$ cat src/rtl/fp_pkg.sv
// Shared constants for the FP result packing stage.
package fp_pkg;

    localparam logic [7:0]  EXP_MAX      = 8'hFF;
    localparam logic [31:0] QNAN         = 32'h7FC00000;

    localparam int          FLG_INVALID  = 2;
    localparam int          FLG_OVERFLOW = 1;
    localparam int          FLG_ZERO     = 0;

    // 32 packed data bits plus 3 flag bits
    localparam int          ENTRY_W      = 35;

endpackage

$ cat src/rtl/fp_pack.sv
// Combinational packer: multiplier result -> IEEE-754 single word
// plus {invalid, overflow, zero} flags.
module fp_pack
    import fp_pkg::*;
(
    input  logic        sign,
    input  logic [7:0]  exp,
    input  logic [23:0] frac,
    input  logic        error,
    input  logic        overflow,
    output logic [31:0] data,
    output logic [2:0]  flags
);

    // hidden bit is implied by the exponent and never stored
    logic frac_unused;
    assign frac_unused = frac[23];

    always_comb begin
        data  = {sign, exp, frac[22:0]};
        flags = 3'b000;
        if (error) begin
            data               = QNAN;
            flags[FLG_INVALID] = 1'b1;
        end else if (overflow) begin
            data                = {sign, EXP_MAX, 23'h0};
            flags[FLG_OVERFLOW] = 1'b1;
        end else if (exp == 8'h00) begin
            data            = {sign, 31'h0};
            flags[FLG_ZERO] = 1'b1;
        end
    end

endmodule

$ cat src/rtl/fp_pack_stage.sv
// FP pack stage: packs results, buffers them in a small FIFO and
// accumulates sticky exception flags.
module fp_pack_stage
    import fp_pkg::*;
#(
    parameter int DEPTH = 2
) (
    input  logic        clk,
    input  logic        rst_n,
    input  logic        in_valid,
    output logic        in_ready,
    input  logic        in_sign,
    input  logic [7:0]  in_exp,
    input  logic [23:0] in_frac,
    input  logic        in_error,
    input  logic        in_overflow,
    output logic        out_valid,
    input  logic        out_ready,
    output logic [31:0] out_data,
    output logic [2:0]  out_flags,
    input  logic        flags_clr,
    output logic [2:0]  sticky_flags
);

    localparam int PTR_W = $clog2(DEPTH);
    localparam int CNT_W = PTR_W + 1;
    localparam logic [CNT_W-1:0] FULL = CNT_W'(DEPTH);

    logic [31:0]        pack_data;
    logic [2:0]         pack_flags;
    logic [ENTRY_W-1:0] mem_q [DEPTH];
    logic [ENTRY_W-1:0] head;

    logic [PTR_W-1:0] wr_ptr_q, wr_ptr_d;
    logic [PTR_W-1:0] rd_ptr_q, rd_ptr_d;
    logic [CNT_W-1:0] cnt_q, cnt_d;
    logic [2:0]       sticky_q, sticky_d;
    logic             push, pop;

    fp_pack u_pack (
        .sign     (in_sign),
        .exp      (in_exp),
        .frac     (in_frac),
        .error    (in_error),
        .overflow (in_overflow),
        .data     (pack_data),
        .flags    (pack_flags)
    );

    // ready depends only on registered count, never on out_ready
    assign in_ready  = (cnt_q != FULL);
    assign out_valid = (cnt_q != '0);
    assign push      = in_valid & in_ready;
    assign pop       = out_valid & out_ready;

    assign head         = mem_q[rd_ptr_q];
    assign out_data     = out_valid ? head[34:3] : 32'h0;
    assign out_flags    = out_valid ? head[2:0] : 3'b000;
    assign sticky_flags = sticky_q;

    always_comb begin
        wr_ptr_d = wr_ptr_q;
        rd_ptr_d = rd_ptr_q;
        cnt_d    = cnt_q;
        sticky_d = sticky_q;
        if (push) begin
            wr_ptr_d = wr_ptr_q + PTR_W'(1);
        end
        if (pop) begin
            rd_ptr_d = rd_ptr_q + PTR_W'(1);
        end
        if (push && !pop) begin
            cnt_d = cnt_q + CNT_W'(1);
        end else if (pop && !push) begin
            cnt_d = cnt_q - CNT_W'(1);
        end
        if (flags_clr) begin
            sticky_d = 3'b000;
        end
        if (push) begin
            sticky_d = sticky_d | pack_flags;
        end
    end

    always_ff @(posedge clk or negedge rst_n) begin
        if (!rst_n) begin
            wr_ptr_q <= '0;
            rd_ptr_q <= '0;
            cnt_q    <= '0;
            sticky_q <= 3'b000;
        end else begin
            wr_ptr_q <= wr_ptr_d;
            rd_ptr_q <= rd_ptr_d;
            cnt_q    <= cnt_d;
            sticky_q <= sticky_d;
        end
    end

    always_ff @(posedge clk) begin
        if (push) begin
            mem_q[wr_ptr_q] <= {pack_data, pack_flags};
        end
    end

endmodule

$ cat config.mk
export PLATFORM = sky130hd
export DESIGN_NAME = fp_pack_stage
export DESIGN_NICKNAME = d
export VERILOG_FILES = /design/src/rtl/fp_pkg.sv /design/src/rtl/fp_pack.sv /design/src/rtl/fp_pack_stage.sv
export SDC_FILE = /design/constraint.sdc
export NUM_CORES = 1
export LEC_CHECK = 0
export ABC_AREA = 0
export BUFFER_PORTS_ARGS = -buffer_cell sky130_fd_sc_hd__buf_4
export CORE_ASPECT_RATIO = 2
export CORE_UTILIZATION = 30
export CTS_BUF_LIST = sky130_fd_sc_hd__clkbuf_4 sky130_fd_sc_hd__clkbuf_8
export CTS_CLUSTER_SIZE = 16
export DETAILED_ROUTE_END_ITERATION = 10
export PLACE_DENSITY_LB_ADDON = 0.25
export SYNTH_ARGS = -nofsm -noshare
export SYNTH_HDL_FRONTEND = slang
export SYNTH_SLANG_ARGS = --single-unit
$ cat constraint.sdc
create_clock -name clk -period 3.6 [get_ports clk]
set_input_delay 0.72 -clock clk [delete_from_list [all_inputs] [get_ports clk]]
set_output_delay 0.72 -clock clk [all_outputs]
set_load 0.005 [all_outputs]
# Word level (Yosys, flattened, before mapping)
# Memories as Yosys holds them, arrays and structs flattened.
# Index checks and enable logic that the tools add are counted.
# word_totals
latchBits,0
mem_bits_ro,0
output_inout_bits,40
input_bits,40
wordCells,36
mem_bits_rw,70
regBits,7
n_memories,1
# op_classes
multipliers,0
n_lt_le_gt_ge,0
reduce_logical,7
div,0
n_eq_ne,1
addsub,4
muxes,16
bitwise_logic,3
shift,0
# memory_table
memory,depth,width,read_ports,rd_clocked_by_memory_dff,wr,line,rtl
mem_q,2,35,1,0,1,fp_pack_stage.sv:31,logic [ENTRY_W-1:0] mem_q [DEPTH];
# op_table
operator,n
2-to-1 mux 32 bit,2
2-to-1 mux 31 bit,2
2-to-1 mux 3 bit,3
zero test 8 bit,1
2-to-1 mux 1 bit,6
2-to-1 mux 2 bit,3
nonzero test 2 bit,2
OR 3 bit,1
adder 1 bit (second input constant),2
adder 2 x 1 -> 2 bit (second input constant),1
AND 1 bit,2
logical AND 1 bit,2
zero test 1 bit,2
inequality test 2 bit (second input constant),1
subtractor 2 x 1 -> 2 bit (second input constant),1

# Depth between registers and ports, before layout
# Gate-level depths: netlist of run 1.
# depth
depth_word,6
mapped_depth,7
depth_no_buf,7

# Hierarchy
# Synthesis of run 1 repeated with hierarchy kept, for this count alone.
# unflattened
cells_unflattened,217
hier_area_um2,3318.2
# by_module_without_submodules
module,area_each_um2,cells_per_inst,seq_area_each_um2,n_inst
fp_pack_stage,2970.3,173,2277.2,1
fp_pack,347.8,44,0.0,1

# Worst setup path before layout of run 1
# Ideal clock, no wire load.
# synth_timing
kind,in2reg
start,input port in_valid
end,"memory mem_q[0][0], enable pin"
setup_time_ps,427
stages,2
required_ps,3173
n_path_buf,0
arrival_time_ps,2317
slack_ps,855
path_cell_list,nand2_1 nor2_1
# synth_via
elab_chain_cells,3
# synth_lines
element,line,rtl
start: declaration,fp_pack_stage.sv:10,"input logic in_valid,"
AND 1 bit,fp_pack_stage.sv:53,assign push = in_valid & in_ready;
2-to-1 mux 1 bit,fp_pack_stage.sv:100,if (push) begin
2-to-1 mux 1 bit (not written as such),fp_pack_stage.sv:101,"mem_q[wr_ptr_q] <= {pack_data, pack_flags};"
end: declaration,fp_pack_stage.sv:31,
# No other way between the ends.

# Worst setup path after layout of run 1
# layout_timing
start,register rd_ptr_q
end,output port out_data[28]
# layout_via
elab_chain_cells,2
# layout_lines
element,line,rtl
start: declaration,fp_pack_stage.sv:35,"logic [PTR_W-1:0] rd_ptr_q, rd_ptr_d;"
start signal: assignment,fp_pack_stage.sv:93,rd_ptr_q <= rd_ptr_d;
memory read (2 x 35 bit),-,
2-to-1 mux 32 bit,fp_pack_stage.sv:57,assign out_data = out_valid ? head[34:3] : 32'h0;
end: declaration,fp_pack_stage.sv:19,"output logic [31:0] out_data,"
# No other way between the ends.

==> out/metrics.cfg, run 1 <==
[synthesis]
synth_compound_area_share_pct = 1.679
netlist_instances = 217
synth_simple_gate_area_share_pct = 13.78
ys_seq_area_share_pct = 69.47
synthAdderAreaFrac_pct = 0.3817
synth_xor_area_share_pct = 1.336
syn_avg_cell_area_sq_um = 15.11
synth_top_family_by_area = simple AND/OR/NAND/NOR gates
syn-num-nets = 258
ys.flop_type = edfxtp_1
synth_warnings = 0
synth_cell_types = 28
async_reset_ff_share_pct = 9.091
synth-edff-count = 70
yosys_register_bits = 77
syn_area_sq_um = 3278
yosys-mux-area-fraction_pct = 10.69

[power_and_ir_drop]
ir_drop_uv = 490.1
p_leak_nw = 1.739
total_power_mw = 3.278
pwr-share-clk_pct = 25.5
power.density_nw_per_um2 = 768.0
power.switching_mw = 0.9680
intPower_mw = 2.311
switching_share_pct = 29.53
p_comb_share_pct = 33.7
p_seq_share_pct = 40.8

[global_route]
grt_overflow = 0
grt_pass1_vias = 2049
antenna_found_initial = 0
grt_pass1_wl_um = 10290
grt_max_degree = 37
grt_use_total_pct = 12.28

[cells_and_area]
layout_commonest_cell = buf_4
final_cell_area_sq_um = 4269
instances_no_fill = 440
area_delta_synth_final_pct = 30.23
diodes = 0
drive_gt1_share_pct = 41.91
nets = 339
final_cell_mix = buf_4 (81), edfxtp_1 (70), nor2_1 (37)

[sta]
fmax_mhz = 379.4
final_hold_viol_count = 0
setup_viol = 0
layout_worst_path_cycle_share_pct = 73.22
period_needed_ps = 2636
fin_skew_ps = 12.00
drv_slew = 0
rsz0062_at_grt = no
slew_headroom_pct = 30.19
tightest_slew_ps = 1044
finalSetupTns_ps = 0

[route]
route.detailed.drc = 0
vias = 1924
drtIter0Drc = 49
drtPass1Iterations = 5
wire_per_inst_um = 14.93
ant_nets = 0
vias_per_cell = 4.373
drt-total-wl_um = 6568

[setup_path]
cp.required_ps = 2880
reg2reg_from = cnt_q[0]$_DFFE_PN0P_
path_depth = 4
path_class = flip-flop to output port
path_buf_inv = 2
reg2reg_to = cnt_q[1]$_DFFE_PN0P_
slowest_stage = dfrtp_2
cpPeakStageDelay_ps = 770
arrival_ps = 1920
path_delay_family = flip-flops
startpoint = rd_ptr_q$_DFFE_PN0P_
start_kind = flip-flop
r2r_slack_ps = 1480
crit_path_end = out_data[28]
reg2reg_depth = 7
crit_fanout = 20
critPathCaptureType = output port
worstPathCellList = buf_4, mux2i_1, nor2_1, buf_4
cpMostUsedCell = buf_4

[min_path]
hold_path_class = primary input to asynchronous set/reset pin

[floorplanning]
start_util_pct = 31.09
dieArea_sq_um = 11370
die_w_um = 75.92
fp.coreArea_sq_um = 10540
die_y_um = 149.8
pin_count = 80
num_rows = 53

[clock_tree]
cts_root_buffer = clkbuf_8
clockBufferDepth = 2
cts_setup_buffers = 0
cts_hold_buf = 0
insertion_delay_ps = 350
cts_tree = yes
cts_max_level = 3
cts.sinks = 77
clk_pin_slew_worst_paths_ps = 80
numCtsBuffers = 9
ctsResizeCount = 0

[placed_design]
place_area_sq_um = 4008
dp_cells = 424
gp_congestion = 0.6733
hpwl_um = 4218
io_buffers = 78

[job]
timing.max_cap.violations = 0

[run_status]
status = finished clean

-- flip-flops by register name, indices dropped and copies added, names as in the netlist --
name	count
sticky_flags	3
mem_q	70
cnt_q	2
wr_ptr_q	1
rd_ptr_q	1
-- final cells by class --
cell class,instances,area (sq um)
tap,137,171.4
timing repair buffer,81,608.1
fill,990,6275
sequential,77,2278
inverter,4,15.01
clock inverter,7,137.6
multi-input combinational,125,934.6
clock buffer,9,123.9
-- cell usage after synthesis, drive strengths merged, types with 2 or more instances --
cell type   n  area, sq um
a22o        2        17.52
and2       22        187.7
xor2        2        17.52
nor4        2        25.02
buf         7        55.05
nor2       39        148.9
clkbuf      4        17.52
xnor2       3        26.28
inv         4        15.01
mux2i      35        350.3
nand2       4        15.01
edfxtp     70         2102
or3         8        51.30
dfrtp       7        175.2
-- power groups by stage --
stage	registers [mW]	logic (mW)	clock network (mW)
2_1_floorplan	1.28	0.633	0
3_3_place_gp	1.35	1.13	0
3_5_place_dp	1.36	1.14	0
4_1_cts	1.34	1.14	0.861
5_1_grt	1.36	1.22	0.892
6_report	1.34	1.10	0.838
-- layer usage --
metal | GRT usage [%] | up-vias | part of all wire, %
li1 | - | 938 | -
met1 | 12.05 | 929 | 38
met2 | 23.41 | 48 | 56
met3 | 2.927 | 9 | 3.8
met4 | 6.635 | 0 | 1.8
met5 | 0 | - | 0
-- worst min-delay path by stage --
| stage | from | to | slack (ps) | cells past startpoint |
|---|---|---|---|---|
| finish | rst_n | sticky_flags[2]$_DFF_PN0_ | 170 | 1 |
| global route | rst_n | cnt_q[1]$_DFFE_PN0P_ | 160 | 1 |
| CTS | rst_n | sticky_flags[0]$_DFF_PN0_ | 150 | 1 |
| detailed placement | sticky_flags[0]$_DFF_PN0_ | sticky_flags[0]$_DFF_PN0_ | 480 | 2 |
| global placement | sticky_flags[0]$_DFF_PN0_ | sticky_flags[0]$_DFF_PN0_ | 470 | 2 |
| floorplan | rst_n | cnt_q[0]$_DFFE_PN0P_ | 420 | 0 |
-- cell families after synthesis --
logic type / Yosys count
mux: 35
simple gates: 79
fa+ha+maj: 1
xor+xnor: 5
compound gates: 5
flops: 77
buf+inv: 15
-- stage by stage --
stage	utilization [%]	hold slack, ps	setup slack, ps
global placement	38.01	469.9	1281
detailed placement	38.01	476.9	1262
global route	40.49	155.3	808.6
finish	40.49	171.4	964.0
CTS	40.49	149.6	874.2
floorplan	-	424.4	855.3
-- worst register-to-register path, delay by kind of cell (launching register included) --
| family | cells | cell delay [ps] |
|---|---|---|
| simple gates | 3 | 950 |
| flops | 1 | 450 |
| xor+xnor | 2 | 280 |
| fa+ha+maj | 1 | 170 |
| buf+inv | 1 | 150 |
(Power assumes the default switching activity.)
==> run 2: changes to the inputs <==
==> constraint.sdc (replaced) <==
create_clock -name clk -period 2.4 [get_ports clk]
set_input_delay 0.48 -clock clk [delete_from_list [all_inputs] [get_ports clk]]
set_output_delay 0.48 -clock clk [all_outputs]
set_load 0.005 [all_outputs]
==> out/metrics.cfg, run 2 (same netlist as run 1, synthesis figures left out) <==
[run_status]
status = finished clean

[setup_path]
crit_fanout = 35
cpPeakStageDelay_ps = 400
critPathCaptureType = output port
arrival_ps = 1460
cp.required_ps = 1920
path_class = flip-flop to output port
worstPathCellList = buf_12, mux2i_1, nor2_1, buf_4
slowest_stage = dfrtp_2
start_kind = flip-flop

[cells_and_area]
layout_commonest_cell = buf_4
drive_gt1_share_pct = 41.78
instances_no_fill = 441
nets = 342
area_delta_synth_final_pct = 28.85
final_cell_area_sq_um = 4224
fill_cells = 1025
final_cell_mix = buf_4 (80), edfxtp_1 (70), nor2_1 (37)
largest-register = mem_q
diodes = 0
largest_reg_flops = 70

[clock_tree]
ctsResizeCount = 0
cts_max_level = 3
clk_pin_slew_worst_paths_ps = 70
insertion_delay_ps = 350
cts.sinks = 77
numCtsBuffers = 9
cts_tree = yes
clockBufferDepth = 2
cts_root_buffer = clkbuf_8

[global_route]
grt_pass1_vias = 2052
grt_max_degree = 36
antenna_found_initial = 0
grt_use_total_pct = 12.43
grt_pass1_wl_um = 10290
grt_overflow = 0

[sta]
tightest_slew_ps = 490.1
fmax_mhz = 515.2
rsz0062_at_grt = no
layout_worst_path_cycle_share_pct = 80.87
fin_skew_ps = 11.63
finalSetupTns_ps = 0
setup_viol = 0
drv_slew = 0
slew_headroom_pct = 67.33
final_hold_viol_count = 0
period_needed_ps = 1941

[job]
timing.max_cap.violations = 0

[placed_design]
hpwl_um = 4258
dp_cells = 426
io_buffers = 78
gp_congestion = 0.6768
place_area_sq_um = 4060

[power_and_ir_drop]
total_power_mw = 4.549
power.density_nw_per_um2 = 1077
p_leak_nw = 1.722
ir_drop_uv = 779.1

[route]
drt-total-wl_um = 6512
drtPass1Iterations = 4
ant_nets = 0
drtIter0Drc = 83
wire_per_inst_um = 14.77
vias = 1957
vias_per_cell = 4.438
route.detailed.drc = 0

[floorplanning]
die_w_um = 75.92
dieArea_sq_um = 11370
num_rows = 53
pin_count = 80
start_util_pct = 31.09
die_y_um = 149.8
fp.coreArea_sq_um = 10540

[min_path]
hold_path_class = primary input to flip-flop

-- run 2: worst paths after layout --
path,cells after the start,end,from,slack (ps)
min reg2reg,2,sticky_flags[0]$_DFF_PN0_,sticky_flags[0]$_DFF_PN0_,500
min,3,rd_ptr_q$_DFFE_PN0P_,out_ready,420
max in group asynchronous,2,rd_ptr_q$_DFFE_PN0P_,rst_n,1800
max,4,out_data[29],rd_ptr_q$_DFFE_PN0P_,460
min in group asynchronous,2,sticky_flags[1]$_DFF_PN0_,rst_n,470
max reg2reg,7,cnt_q[1]$_DFFE_PN0P_,cnt_q[0]$_DFFE_PN0P_,700
-- run 2: timing repair --
item	CTS	global route
hold endpoints to repair	7	0
hold buffers	1	0
setup buffers	0	0
-- run 2: critical path, delay by kind of cell (launching register included) --
family | cells | cell delay, ps
and+or+nand+nor | 1 | 70
DFF | 1 | 400
muxes | 1 | 220
buffers and inverters | 2 | 410
-- run 2: layout make-up --
type,instances,area (sq um),share of cell area (%)
Multi-Input combinational cell,125,934.6,22.13
Timing Repair Buffer,84,670.6,15.88
Inverter,4,15.01,0.3555
Sequential cell,77,2278,53.94
Clock buffer,11,138.9,3.288
Tap cell,137,171.4,4.058
Clock inverter,3,15.01,0.3555
-- run 2: routing by layer --
metal | routed length, um | vias to the layer above | GRT usage [%]
li1 | - | 943 | -
met1 | 2404 | 953 | 11.95
met2 | 3743 | 51 | 23.77
met3 | 230 | 10 | 3.476
met4 | 133 | 0 | 6.346
met5 | 0 | - | 0
-- run 2: where the power goes --
group          total (mW)  switching (mW)  internal [mW]  leakage, nW
clock               0.808           0.426          0.382       0.0856
sequential           1.92           0.106           1.82        0.734
combinational        1.82           0.893          0.922        0.903
-- run 2: metrics by stage --
| stage | util, % | setup WS, ps | hold slack [ps] |
|---|---|---|---|
| 5_1_grt | 40.06 | 346.8 | 403.6 |
| 6_report | 40.06 | 459.1 | 420.9 |
| 3_5_place_dp | 38.51 | 497.7 | 299.0 |
| 4_1_cts | 40.06 | 405.2 | 406.6 |
| 3_3_place_gp | 38.51 | 516.6 | 299.2 |
| 2_1_floorplan | - | 366.0 | 184.4 |
